==> src/rtl/dct_pkg.sv <==
// ============================================================================
// Module : dct_pkg
// Desc   : Shared constants and state encoding for the DCT coefficient path.
// Rev    : 1.0  initial release
// ============================================================================
`default_nettype none

package dct_pkg;

  localparam int DCT_BLK_COEFFS = 64;
  localparam int DCT_IDX_W      = 6;

  typedef enum logic [1:0] {
    IDLE = 2'd0,
    EMIT = 2'd1,
    ZTOK = 2'd2
  } enc_state_t;

endpackage

`default_nettype wire

==> src/rtl/priority_encoder_64x6.sv <==
// ============================================================================
// Module : priority_encoder_64x6
// Desc   : Lowest-set-bit priority encoder with any/single-bit flags.
// Rev    : 1.0  initial release
// ============================================================================
`default_nettype none

module priority_encoder_64x6 #(
  parameter  int W     = 64,
  localparam int IDX_W = $clog2(W)
) (
  input  logic [W-1:0]     i_mask,
  output logic [IDX_W-1:0] o_idx,
  output logic             o_any_set,
  output logic             o_single_set
);

  // Scan downward so the lowest set bit is the final assignment.
  always_comb begin
    o_idx = '0;
    for (int i = W - 1; i >= 0; i--) begin
      if (i_mask[i]) begin
        o_idx = IDX_W'(i);
      end
    end
  end

  assign o_any_set    = |i_mask;
  assign o_single_set = o_any_set && ((i_mask & (i_mask - W'(1))) == '0);

endmodule

`default_nettype wire

==> src/rtl/coeff_index_encoder.sv <==
// ============================================================================
// Module : coeff_index_encoder
// Desc   : Serialises a per-block coefficient mask into ascending 6-bit
//          indices over valid/ready. Optional macro: ZERO_MASK_TOKEN_EN.
// Rev    : 1.0  initial release
// ============================================================================
`default_nettype none

module coeff_index_encoder
  import dct_pkg::*;
#(
  parameter  int W     = DCT_BLK_COEFFS,
  localparam int IDX_W = $clog2(W)
) (
  input  logic             clk,
  input  logic             rst,
  input  logic             in_valid,
  output logic             in_ready,
  input  logic [W-1:0]     in_mask,
  output logic             out_valid,
  input  logic             out_ready,
  output logic [IDX_W-1:0] out_idx,
  output logic             out_last,
  output logic             out_empty,
  output logic             busy
);

  enc_state_t       r_state;
  enc_state_t       w_state_nxt;
  logic [W-1:0]     r_mask;
  logic [IDX_W-1:0] w_idx;
  logic             w_any;
  logic             w_single;
  logic             w_accept;
  logic             w_pop;

  priority_encoder_64x6 #(
    .W (W)
  ) u_penc (
    .i_mask       (r_mask),
    .o_idx        (w_idx),
    .o_any_set    (w_any),
    .o_single_set (w_single)
  );

  assign w_accept = in_valid && (r_state == IDLE);
  assign w_pop    = out_ready && (r_state == EMIT);

  always_comb begin
    w_state_nxt = r_state;
    in_ready    = 1'b0;
    out_valid   = 1'b0;
    out_idx     = '0;
    out_last    = 1'b0;
    out_empty   = 1'b0;
    busy        = 1'b0;
    case (r_state)
      IDLE: begin
        in_ready = 1'b1;
        if (in_valid) begin
          if (|in_mask) begin
            w_state_nxt = EMIT;
          end else begin
`ifdef ZERO_MASK_TOKEN_EN
            w_state_nxt = ZTOK;
`else
            w_state_nxt = IDLE;
`endif
          end
        end
      end
      EMIT: begin
        busy      = 1'b1;
        out_valid = w_any;
        out_idx   = w_idx;
        out_last  = w_single;
        if (out_ready && w_single) begin
          w_state_nxt = IDLE;
        end
      end
`ifdef ZERO_MASK_TOKEN_EN
      ZTOK: begin
        busy      = 1'b1;
        out_valid = 1'b1;
        out_last  = 1'b1;
        out_empty = 1'b1;
        if (out_ready) begin
          w_state_nxt = IDLE;
        end
      end
`endif
      default: begin
        w_state_nxt = IDLE;
      end
    endcase
  end

  always_ff @(posedge clk or posedge rst) begin
    if (rst) begin
      r_state <= IDLE;
      r_mask  <= '0;
    end else begin
      r_state <= w_state_nxt;
      if (w_accept) begin
        r_mask <= in_mask;
      end else if (w_pop) begin
        // Clearing the lowest set bit advances to the next index.
        r_mask <= r_mask & (r_mask - W'(1));
      end
    end
  end

endmodule

`default_nettype wire
==> config.mk <==
export PLATFORM = sky130hd
export DESIGN_NAME = coeff_index_encoder
export DESIGN_NICKNAME = d
export VERILOG_FILES = /design/src/rtl/dct_pkg.sv /design/src/rtl/priority_encoder_64x6.sv /design/src/rtl/coeff_index_encoder.sv
export SDC_FILE = /design/constraint.sdc
export NUM_CORES = 1
export LEC_CHECK = 0
export BUFFER_PORTS_ARGS = -buffer_cell sky130_fd_sc_hd__buf_4
export CORE_ASPECT_RATIO = 0.75
export CORE_UTILIZATION = 40
export DETAILED_ROUTE_END_ITERATION = 12
export GPL_TIMING_DRIVEN = 0
export HOLD_SLACK_MARGIN = 0.02
export SLEW_MARGIN = 25
export SYNTH_ARGS = -nofsm -noshare
export SYNTH_HDL_FRONTEND = slang
export SYNTH_SLANG_ARGS = --single-unit
==> constraint.sdc <==
create_clock -name clk -period 3.82 [get_ports clk]
set_clock_uncertainty 0.2 [all_clocks]
set_input_delay 0.191 -clock clk [delete_from_list [all_inputs] [get_ports clk]]
set_output_delay 0.191 -clock clk [all_outputs]
set_load 0.05 [all_outputs]
==> results.sh <==
export IMPL_outcome="complete, but fails checks"
export IMPL_violations="setup timing"
export IMPL_drt_iter0_drc=625
export IMPL_n_antenna_cell=0
export IMPL_initial_core_util=0.419
export IMPL_synthesis_area_um2=4690
export IMPL_hp_class="input pin to flip-flop"
export IMPL_worst_setup_path_type="flip-flop to output port"
export IMPL_reg2reg_slack_ns=0.58
export IMPL_cp_end_kind="output port"
export IMPL_fin_nets=866
export IMPL_cts_clk_slew_worst_paths_ns=0.06
export IMPL_clockPowerShare=0.138
export IMPL_synth_seq_area_share=0.347
export IMPL_switching_share=0.526
export IMPL_peakVddDrop_v=0.00104
export IMPL_drcViolationCount=0
export IMPL_firstDrtPassIters=5
export IMPL_routedWlPerCell_um=19.9
export IMPL_ys_types=58
export IMPL_setup_viol_count_final=1
export IMPL_wl_met2_um=8140
export IMPL_vias=5797
export IMPL_routed_via_density=6.04
export IMPL_drt_total_wl_um=19100
export IMPL_final_layout_size_suffix_gt1_frac=0.203
export IMPL_worst_slew_pin_slew_ns=0.844
export IMPL_cp_arrival_ns=3.47
export IMPL_pre_cts_ws_ns=-0.0929
export IMPL_power_total_w=0.00711
export IMPL_required_ns=3.43
export IMPL_finalHoldViolations=0
export IMPL_synth_adder_area_share=0
export IMPL_clkSinkCount=65
export IMPL_synth_cells=626
export IMPL_synth_ff_type="dfrtp_1"
export IMPL_layout_setup_ws_ns=-0.0397
export IMPL_antenna_found_initial=0
export IMPL_clkLatencyLatePin_ns=0.34
export IMPL_postRouteAntennaNets=0
export IMPL_cts_tree="built"
export IMPL_dieArea_um2=12200
export IMPL_place_area_um2=5490
export IMPL_power_frac_seq=0.191
export IMPL_synth_edff_count=0
export IMPL_grt_pass1_vias=5375
export IMPL_path_max_fanout=8
export IMPL_hold_slack_ns=0.105
export IMPL_fin_util=0.610
export IMPL_met1Wirelength_um=9000
export IMPL_top_layer="met4"
export IMPL_max_freq_ghz=0.259
export IMPL_area_delta_synth_final_pct=45.5
export IMPL_synth_xor_area_frac=0
export IMPL_grt_max_degree=35
export IMPL_core_area_um2=11200
export IMPL_grt_ovfl_total=0
export IMPL_routed_wl_met3_um=1680
export IMPL_drv_slew=0
export IMPL_finalCritPeriodShare=1.01
export IMPL_p_leak_nw=2.85
export IMPL_pin_count=79
export IMPL_p_per_area_nw_per_um2=1040
export IMPL_port_buffers=77
export IMPL_min_period_ns=3.86
export IMPL_ys_ff_latch=65
export IMPL_crit_slowest_cell="or4_4"
export IMPL_synth_simple_gate_area_frac=0.344
export IMPL_synth_compound_area_share=0.253
export IMPL_p_sw_w=0.00374
export IMPL_fillCellCount=1006
export IMPL_cp_start_kind="flip-flop"
export IMPL_synth_top_family_by_area="simple AND/OR/NAND/NOR gates"
export IMPL_gp_congestion=0.904
export IMPL_postLayoutCellArea_um2=6830
export IMPL_ys_warn_count=0
export IMPL_cp_slowest_stage_delay_ns=0.60
export IMPL_crit_chain="or4_4, nor3_1, nand4_1, a211oi_1, o32ai_1, nor3_2, nand3_1, nor2_2, buf_6"
export IMPL_die_width_um=127
export IMPL_hpwl_um=13500
export IMPL_p_comb_frac=0.671
export IMPL_gr_usage_all_layers=0.319
export IMPL_avgSynthCellArea_um2=7.50
export IMPL_rsz0062_at_grt="true"
export IMPL_cts_root_buf="clkbuf_16"
export IMPL_cap_violations=0
export IMPL_clockBufferDepth=2
export IMPL_synthesis_nets=694
export IMPL_internal_power_w=0.00337
export IMPL_cts_max_level=3
export IMPL_cts_made_buffers=9
export IMPL_relSlewSlack=0.437
export IMPL_num_rows=33
export IMPL_synthMuxAreaShare=0
export IMPL_die_h_um=95.8
export IMPL_async_flop_share=1.00
export IMPL_grt_pass1_wl_um=29600
## sequential cells by signal, indices dropped and copies added, names as in the netlist
name and cells:
r_mask 64, r_state 1
## placed cells by master, fill, tap and decap left out, types with 18 or more instances in the layout
master         Yosys  layout
a21oi_1           18      18
buf_4              1     100
clkbuf_1          42      34
dfrtp_1           65      61
dlygate4sd3_1      0      66
nand2_1          119     119
nand3_1           26      25
nor2_1            46      45
nor3_1            26      25
nor4_1            29      25
o21ai_0           78      78
## critical path, delay by kind of cell (launching register included)
kind	cells	cell delay, ns
AO/OA/AOI/OAI	2	0.60
buffers and inverters	1	0.18
flip-flops	1	0.48
AND/OR/NAND/NOR	6	1.86
## power groups by stage
stage	Combinational, W	Sequential, W	Clock (W)
after floorplan	0.00292	0.00118	0
after global placement	0.00414	0.00126	0
after detailed placement	0.00417	0.00127	0
after CTS	0.00435	0.00128	0.000987
after global routing	0.00508	0.00140	0.00102
final	0.00477	0.00136	0.000981
## cell type report
cell class              instances  area [um^2]  share of cell area
flip-flops and latches         65         1630               0.239
repair buffers                168         1440               0.211
clock buffers                  11          243              0.0356
well taps                     157          196              0.0288
multi-input cells             498         2960               0.433
inverters                      13         51.3             0.00751
plain buffers                  43          205              0.0301
clock inverters                 5          103              0.0150
## cells in the mapped netlist (3+ instances only)
cell | n | area share
nand2_1 | 119 | 0.095
o21ai_0 | 78 | 0.083
dfrtp_1 | 65 | 0.35
nor2_1 | 46 | 0.037
clkbuf_1 | 42 | 0.034
nor4_1 | 29 | 0.039
nand3_1 | 26 | 0.028
nor3_1 | 26 | 0.028
a21oi_1 | 18 | 0.019
nand4_1 | 15 | 0.020
or4_1 | 15 | 0.024
o311ai_0 | 14 | 0.026
inv_1 | 12 | 0.0096
o41ai_1 | 10 | 0.019
o31ai_1 | 9 | 0.014
o21ai_1 | 8 | 0.0085
nor2b_1 | 7 | 0.0093
a211oi_1 | 6 | 0.0096
buf_2 | 5 | 0.0053
or2_2 | 5 | 0.0067
a31oi_1 | 4 | 0.0053
nor4_4 | 4 | 0.018
or3_1 | 4 | 0.0053
nand2b_1 | 3 | 0.0040
o21a_1 | 3 | 0.0048
o22ai_1 | 3 | 0.0040
o311ai_1 | 3 | 0.0056
o32ai_1 | 3 | 0.0056
or2_1 | 3 | 0.0040
## routing by layer
metal	vias up	track usage
met2	284	0.483
met3	29	0.0712
met5	-	0
met4	0	0.0694
met1	2782	0.463
li1	2702	-
## cell families (layout without fill, tap and decap cells)
logic type	count (synthesis)	after routing
flip-flops	65	65
other	1	1
AO/OA/AOI/OAI	183	183
buffers and inverters	63	240
AND/OR/NAND/NOR	314	314
## per-stage QoR
stage	std cells	setup TNS (ns)
after floorplan	626	0
after global placement	860	-0.150
after detailed placement	861	-0.0929
after CTS	945	0
after global routing	960	-0.0486
final	960	-0.0397
## final timing paths
path                                  from    endpoint  cells after the start
worst max-delay path            r_mask[16]    out_last                      9
worst min-delay path              in_valid  r_mask[55]                      4
worst max register to register  r_mask[16]  r_state[0]                      8
worst min register to register  r_mask[24]  r_mask[24]                      2
max in group asynchronous              rst   r_mask[5]                      4
min in group asynchronous              rst  r_mask[40]                      3
## repair_timing
action	4_1_cts	5_1_grt
gates cloned	0	1
gates resized for setup	14	26
pin swaps	5	16
endpoints found under the setup margin	1	2
endpoints found under the hold margin	96	0
buffers inserted	4	19
hold buffers	66	0
Power figures use the tool's default switching activity.
